**config.mk**
```make
export PLATFORM = sky130hd
export DESIGN_NAME = uart_rx_fifo_wr
export DESIGN_NICKNAME = d
export VERILOG_FILES = /design/src/rtl/uart_rx_fifo_wr.sv
export SDC_FILE = /design/constraint.sdc
export NUM_CORES = 1
export LEC_CHECK = 0
export ABC_AREA = 1
export CORE_MARGIN = 2
export CORE_UTILIZATION = 35
export CTS_BUF_LIST = sky130_fd_sc_hd__clkbuf_16
export DETAILED_ROUTE_END_ITERATION = 8
export GPL_TIMING_DRIVEN = 0
export SYNTH_ARGS = -nofsm -noshare
export SYNTH_HDL_FRONTEND = slang
export SYNTH_SLANG_ARGS = --single-unit
```
**constraint.sdc**
```tcl
create_clock -name clk -period 2.3 [get_ports clk]
set_clock_uncertainty 0.2 [all_clocks]
set_input_delay 0.23 -clock clk [delete_from_list [all_inputs] [get_ports clk]]
set_output_delay 0.23 -clock clk [all_outputs]
set_load 0.01 [all_outputs]
```
**src/rtl/uart_rx_fifo_wr.sv**
```systemverilog
// 8N1 UART receiver with 16x oversampling.
// Each good byte is pushed into the RX FIFO with a one-clk write strobe.
module uart_rx_fifo_wr #(
    parameter int CLK_FREQ   = 50000000,
    parameter int BAUD       = 9600,
    parameter int OVERSAMPLE = 16,
    parameter int DATA_WIDTH = 8
) (
    input  logic                  clk,
    input  logic                  reset,
    input  logic                  rxd,
    input  logic                  rx_fifo_full,
    input  logic                  err_clr,
    output logic                  wr_en,
    output logic [DATA_WIDTH-1:0] wr_data,
    output logic                  frame_err,
    output logic                  overrun_err,
    output logic                  busy
);

    localparam int DIV = CLK_FREQ / (BAUD * OVERSAMPLE);
    localparam int TW  = (DIV > 1) ? $clog2(DIV) : 1;
    localparam int SW  = $clog2(OVERSAMPLE);
    localparam int BW  = (DATA_WIDTH > 1) ? $clog2(DATA_WIDTH) : 1;

    localparam logic [TW-1:0] TICK_LAST = TW'(DIV - 1);
    localparam logic [SW-1:0] MID       = SW'(OVERSAMPLE / 2 - 1);
    localparam logic [SW-1:0] LAST      = SW'(OVERSAMPLE - 1);
    localparam logic [BW-1:0] LAST_BIT  = BW'(DATA_WIDTH - 1);

    typedef enum logic [1:0] {
        IDLE,
        START,
        DATA,
        STOP
    } state_t;

    state_t                  state;
    logic                    sync1;
    logic                    rxd_s;
    logic                    rxd_prev;
    logic [TW-1:0]           tick_cnt;
    logic [SW-1:0]           sample_cnt;
    logic [BW-1:0]           bit_idx;
    logic [DATA_WIDTH-1:0]   shift;
    logic                    tick;
    logic                    start_edge;

    assign tick       = (tick_cnt == TICK_LAST);
    assign start_edge = (state == IDLE) && rxd_prev && !rxd_s;

    always_ff @(posedge clk) begin
        if (reset) begin
            state       <= IDLE;
            sync1       <= 1'b1;
            rxd_s       <= 1'b1;
            rxd_prev    <= 1'b1;
            tick_cnt    <= '0;
            sample_cnt  <= '0;
            bit_idx     <= '0;
            shift       <= '0;
            wr_en       <= 1'b0;
            wr_data     <= '0;
            frame_err   <= 1'b0;
            overrun_err <= 1'b0;
            busy        <= 1'b0;
        end else begin
            sync1    <= rxd;
            rxd_s    <= sync1;
            rxd_prev <= rxd_s;
            wr_en    <= 1'b0;

            // Restart on the start edge keeps ticks phase-aligned to the frame
            if (start_edge || tick)
                tick_cnt <= '0;
            else
                tick_cnt <= tick_cnt + TW'(1);

            if (err_clr) begin
                frame_err   <= 1'b0;
                overrun_err <= 1'b0;
            end

            unique case (state)
                IDLE: begin
                    if (start_edge) begin
                        state      <= START;
                        sample_cnt <= '0;
                        busy       <= 1'b1;
                    end
                end
                START: begin
                    if (tick) begin
                        if (sample_cnt == MID) begin
                            if (rxd_s) begin
                                state <= IDLE;
                                busy  <= 1'b0;
                            end else begin
                                state      <= DATA;
                                sample_cnt <= '0;
                                bit_idx    <= '0;
                            end
                        end else begin
                            sample_cnt <= sample_cnt + SW'(1);
                        end
                    end
                end
                DATA: begin
                    if (tick) begin
                        if (sample_cnt == LAST) begin
                            sample_cnt <= '0;
                            shift <= {rxd_s, shift[DATA_WIDTH-1:1]};
                            if (bit_idx == LAST_BIT) begin
                                state   <= STOP;
                                bit_idx <= '0;
                            end else begin
                                bit_idx <= bit_idx + BW'(1);
                            end
                        end else begin
                            sample_cnt <= sample_cnt + SW'(1);
                        end
                    end
                end
                STOP: begin
                    if (tick) begin
                        if (sample_cnt == LAST) begin
                            state      <= IDLE;
                            busy       <= 1'b0;
                            sample_cnt <= '0;
                            // Error sets come after err_clr so they win
                            if (rxd_s && !rx_fifo_full) begin
                                wr_data <= shift;
                                wr_en   <= 1'b1;
                            end else if (rxd_s) begin
                                overrun_err <= 1'b1;
                            end else begin
                                frame_err <= 1'b1;
                            end
                        end else begin
                            sample_cnt <= sample_cnt + SW'(1);
                        end
                    end
                end
                default: begin
                    state <= IDLE;
                    busy  <= 1'b0;
                end
            endcase
        end
    end

endmodule

```
* Word-level counts from Yosys, hierarchy flattened
Cells that the tools add are included.
** Storage, ports and cells
- Flip-flop bits (word level) :: 41
- Input bits :: 5
- Output and inout port bits :: 12
** Operators by class
- $add $sub $neg :: 3
- Eq/ne operators :: 19
- Mux-type cells :: 44
- Bitwise logic cells :: 3
- Reductions and logical operators :: 18
** Operator list (count)
- 2-to-1 mux 4 bit :: 6
- inequality test 2 bit, second input constant :: 10
- 2-to-1 mux 1 bit :: 19
- 2-to-1 mux 2 bit :: 9
- 2-to-1 mux 3 bit :: 6
- case mux 4 bit (3 select lines) :: 1
- adder 9 x 1 -> 9 bit, second input constant :: 1
- equality test 9 bit, second input constant :: 1
- case mux 2 bit (4 select lines) :: 1
- AND reduction 4 bit :: 2
- AND reduction 8 bit :: 1
- AND reduction 7 bit :: 1
- case mux 3 bit (2 select lines) :: 1
- AND reduction 6 bit :: 1
- adder 4 x 1 -> 4 bit, second input constant :: 1
- equality test 2 bit, second input constant :: 2
- equality test 4 x 3 -> 1 bit, second input constant :: 1
- equality test 4 bit, second input constant :: 1
- OR reduction 2 bit :: 2
- OR reduction 4 bit :: 1
- adder 3 x 1 -> 3 bit, second input constant :: 1
- equality test 3 bit, second input constant :: 1
- logical AND 1 bit :: 3
- inequality test 3 bit, second input constant :: 1
- 10 further kinds :: 13

* Longest topological paths before layout
- Depth in word-level cells :: 6
- Mapped depth :: 12
- Depth with buffers taken out :: 12

* Least setup slack after synthesis
Ideal clock, no wire load.
- Path kind :: reg2reg
- Start point :: register sample_cnt[0]
- End point :: register wr_data[0]
- Setup time :: 0.116 ns
- Data arrival time :: 1.353 ns
- Data required time :: 1.984 ns
- Path slack :: 0.631 ns
- Stages on the path, launching flop included :: 9
- Path buffers :: 0
- Cell sequence :: dfxtp_1 > ha_1 > nand2_1 > nor2_4 > nand3_2 > nor3_4 > inv_2 > nor2_1 > nor2_1
** On the way
- Cells in the longest elaborated chain, start to end :: 2
** RTL lines
- start: declaration :: line 43 : logic [SW-1:0] sample_cnt;
- start signal: assignment :: line 104 : sample_cnt <= sample_cnt + SW'(1);
- start signal: assignment :: line 120 : sample_cnt <= sample_cnt + SW'(1);
- start signal: assignment :: line 140 : sample_cnt <= sample_cnt + SW'(1);
- equality test 4 bit :: line 126 : if (sample_cnt == LAST) begin
- AND reduction 4 bit (no line)
- end signal: assignment :: line 132 : wr_data <= shift;
- end: declaration :: line 15 : output logic [DATA_WIDTH-1:0] wr_data,
Every way passes these cells.
A chain may end at the register's enable or synchronous reset.

* Worst setup path after layout
Ends and elaborated chain as after synthesis.

==> impl_metrics.py <==
metrics = {
    "floorplanning": {
        "core_area_um2": 5042,
        "row_count": 26,
        "pin_count": 17,
        "start_util_pct": 35.78,
        "die_w_um": 75.80,
        "die_h_um": 75.80,
        "dieArea_um2": 5745,
    },
    "synthesis": {
        "synthMuxAreaShare_pct": 0,
        "syn_area_um2": 1804,
        "synth_compound_area_share_pct": 11.58,
        "synth_cells": 232,
        "ys_types": 30,
        "synth_fp_nets": 242,
        "synth_xor_area_share_pct": 1.456,
        "synth_top_family_by_area": "simple AND/OR/NAND/NOR gates",
        "ys_seq_area_share_pct": 45.49,
        "yosysWarnings": 0,
        "synth_area_per_cell_um2": 7.777,
        "synth-simple-area-share_pct": 31.97,
        "synthAdderAreaFrac_pct": 3.467,
        "yosys_register_bits": 41,
    },
    "sta": {
        "rsz0062_at_grt": "no",
        "hold_viol": 0,
        "finalMaxSlewViolations": 0,
        "max_freq_mhz": 495.2,
        "setup_tns_ns": 0,
        "period_needed_ns": 2.019,
        "worstMarginPinSlew_ns": 0.5235,
        "finalSetupViolations": 0,
        "final.setup.worst_slack_ns": 0.2807,
        "fin_crit_sh_pct": 87.79,
        "relSlewSlack_pct": 64.78,
    },
    "cts": {
        "clkSinkCount": 41,
        "cts_tree": "done",
        "clockRootBuffer": "clkbuf_16",
        "cts-resized-gates": 0,
        "h-tree-depth": 2,
        "clockBufferDepth": 2,
        "clk_latency_ns": 0.28,
        "cts-buffers-inserted": 5,
        "holdBufCountCts": 0,
        "path_clk_slew_ns": 0.05,
        "post_cts_buffers": 0,
    },
    "place": {
        "gp_congestion": 0.8347,
        "dp_hpwl_mm": 2.474,
        "dp_slack_ns": 0.2548,
        "io_buffers": 16,
    },
    "final_layout": {
        "multi_input_area_um2": 874.6,
        "fin_nets": 265,
        "syn2layout_area_growth_pct": 22.61,
        "antennaDiodeCount": 0,
        "regArea_um2": 820.8,
        "final_common_cell": "nor2_1",
        "fill_cells": 518,
        "layout_common_cells": "48 x nor2_1, 41 x dfxtp_1, 28 x nand2_1",
        "drive_gt1_share_pct": 12.94,
        "final_core_util_pct": 43.87,
    },
    "pwr": {
        "powerDensity_nw_per_um2": 756.5,
        "power.clock.fraction_pct": 45.4,
        "peakVddDrop_v": 0.0003215,
        "p_int_mw": 1.295,
        "p_sw_mw": 0.3786,
        "seq_power_share_pct": 44.5,
        "p_leak_nw": 0.9230,
        "switching_share_pct": 22.62,
        "pwr-share-comb_pct": 10.1,
    },
    "worst_setup_path": {
        "crit_path_start": "sample_cnt[0]$_SDFFE_PP0P_",
        "endpoint_kind": "flip-flop",
        "setup.worst_path.class": "reg -> reg",
        "worstPathMaxFanout": 9,
        "start_kind": "flip-flop",
        "required_ns": 2.28,
        "cp.arrival_ns": 1.99,
        "r2r-start": "sample_cnt[0]$_SDFFE_PP0P_",
    },
    "global_routing": {
        "grt_usage_pct": 13.96,
        "grt_pass1_vias": 1324,
        "grt_pass1_wl_mm": 5.996,
        "antenna_found_initial": 0,
        "grt_max_degree": 13,
        "overflow": 0,
    },
    "worst_hold_path": {
        "worstHoldPathType": "reg -> reg",
        "hold_path.startpoint": "sync1$_SDFF_PP1_",
    },
    "routing": {
        "wl_per_cell_um": 10.56,
        "vias": 1451,
        "first_pass_iters": 4,
        "route.detailed.drc": 0,
        "detail-route-antenna-nets": 0,
        "first_iter_violations": 66,
        "wl_mm": 3.432,
        "drt-vias-per-instance": 4.465,
    },
    "run": {
        "drv_cap": 0,
    },
    "outcome": {
        "outcome": "finished, final reports clean",
    },
}
==> state kept, by name, summed over array words and instances (netlist names), named ones only <==
| signal | flops |
|---|---|
| tick_cnt | 9 |
| shift | 8 |
| wr_data | 8 |
| sample_cnt | 4 |
| bit_idx | 3 |
| busy | 1 |
| frame_err | 1 |
| overrun_err | 1 |
| rxd_prev | 1 |
| rxd_s | 1 |
| state | 1 |
| sync1 | 1 |
| wr_en | 1 |
==> power groups by stage <==
stage | clock network (mW) | logic (mW) | registers (mW)
6_report | 0.760 | 0.169 | 0.744
2_1_floorplan | 0 | 0.131 | 0.757
3_5_place_dp | 0 | 0.169 | 0.760
4_1_cts | 0.784 | 0.170 | 0.744
3_3_place_gp | 0 | 0.168 | 0.759
5_1_grt | 0.813 | 0.197 | 0.746
==> Yosys cell counts, drive strengths merged <==
cell type  count  area (µm²)
nor2          53       236.5
dfxtp         41       820.8
nand2         33       151.4
inv           24       90.09
o21ai         20       100.1
a21oi         16       87.59
nand3         13       75.07
nor3           7       46.30
ha             5       62.56
clkbuf         3       11.26
or2            3       18.77
xor2           3       26.28
nand3b         2       15.01
nor3b          2       15.01
a31oi          1       6.260
and3           1       6.260
buf            1       7.510
nand4          1       6.260
nor4           1       6.260
o21bai         1       7.510
o31ai          1       7.510
==> critical path, stage by stage (launching register included) <==
cell	delay [ns]
dfxtp_1	0.38
ha_1	0.22
nand2_1	0.11
nor2_4	0.15
nand3_2	0.15
nor3_4	0.35
inv_2	0.17
nor2_1	0.13
nor2_1	0.05
==> area by class of cell <==
class / instances / area share, %
tap: 70 / 3.959
clock inverter: 2 / 1.584
clock buffer: 5 / 5.656
multi-input combinational: 163 / 39.54
inverter: 24 / 4.072
timing repair buffer: 16 / 7.240
buffer: 4 / 0.8484
sequential: 41 / 37.10
==> routing by layer <==
layer	GRT usage [%]	wire length (µm)	share of wire [%]
met1	18.73	1802	53
met2	19.92	1416	41
met3	4.630	143	4.2
met4	7.018	70	2.0
met5	0	0	0
==> kinds of logic (layout without fill, tap and decap cells) <==
kind of cell	count (synthesis)	in the layout
AOI/OAI and AO/OA	39	39
xor gates and xnor gates	3	3
adders and majority gates	5	5
buffers and inverters	28	51
DFF	41	41
and+or+nand+nor	116	116
==> worst paths after layout <==
path	end	slack [ns]	cells past startpoint
setup / recovery	wr_data[0]$_SDFFE_PP0P_	0.28	8
hold / removal	rxd_s$_SDFF_PP1_	0.21	1
setup reg to reg	wr_data[0]$_SDFFE_PP0P_	0.28	8
hold reg to reg	rxd_s$_SDFF_PP1_	0.21	1
==> metrics by stage <==
stage | hold WS [ns] | instances | instance area (µm²) | power, mW
2_1_floorplan | 0.1338 | 232 | 1804 | 0.8876
3_3_place_gp | 0.1926 | 318 | 2052 | 0.9270
3_5_place_dp | 0.1960 | 318 | 2052 | 0.9286
4_1_cts | 0.2096 | 325 | 2212 | 1.698
5_1_grt | 0.2250 | 325 | 2212 | 1.756
6_report | 0.2073 | 325 | 2212 | 1.674
Power figures use the tool's default switching activity.
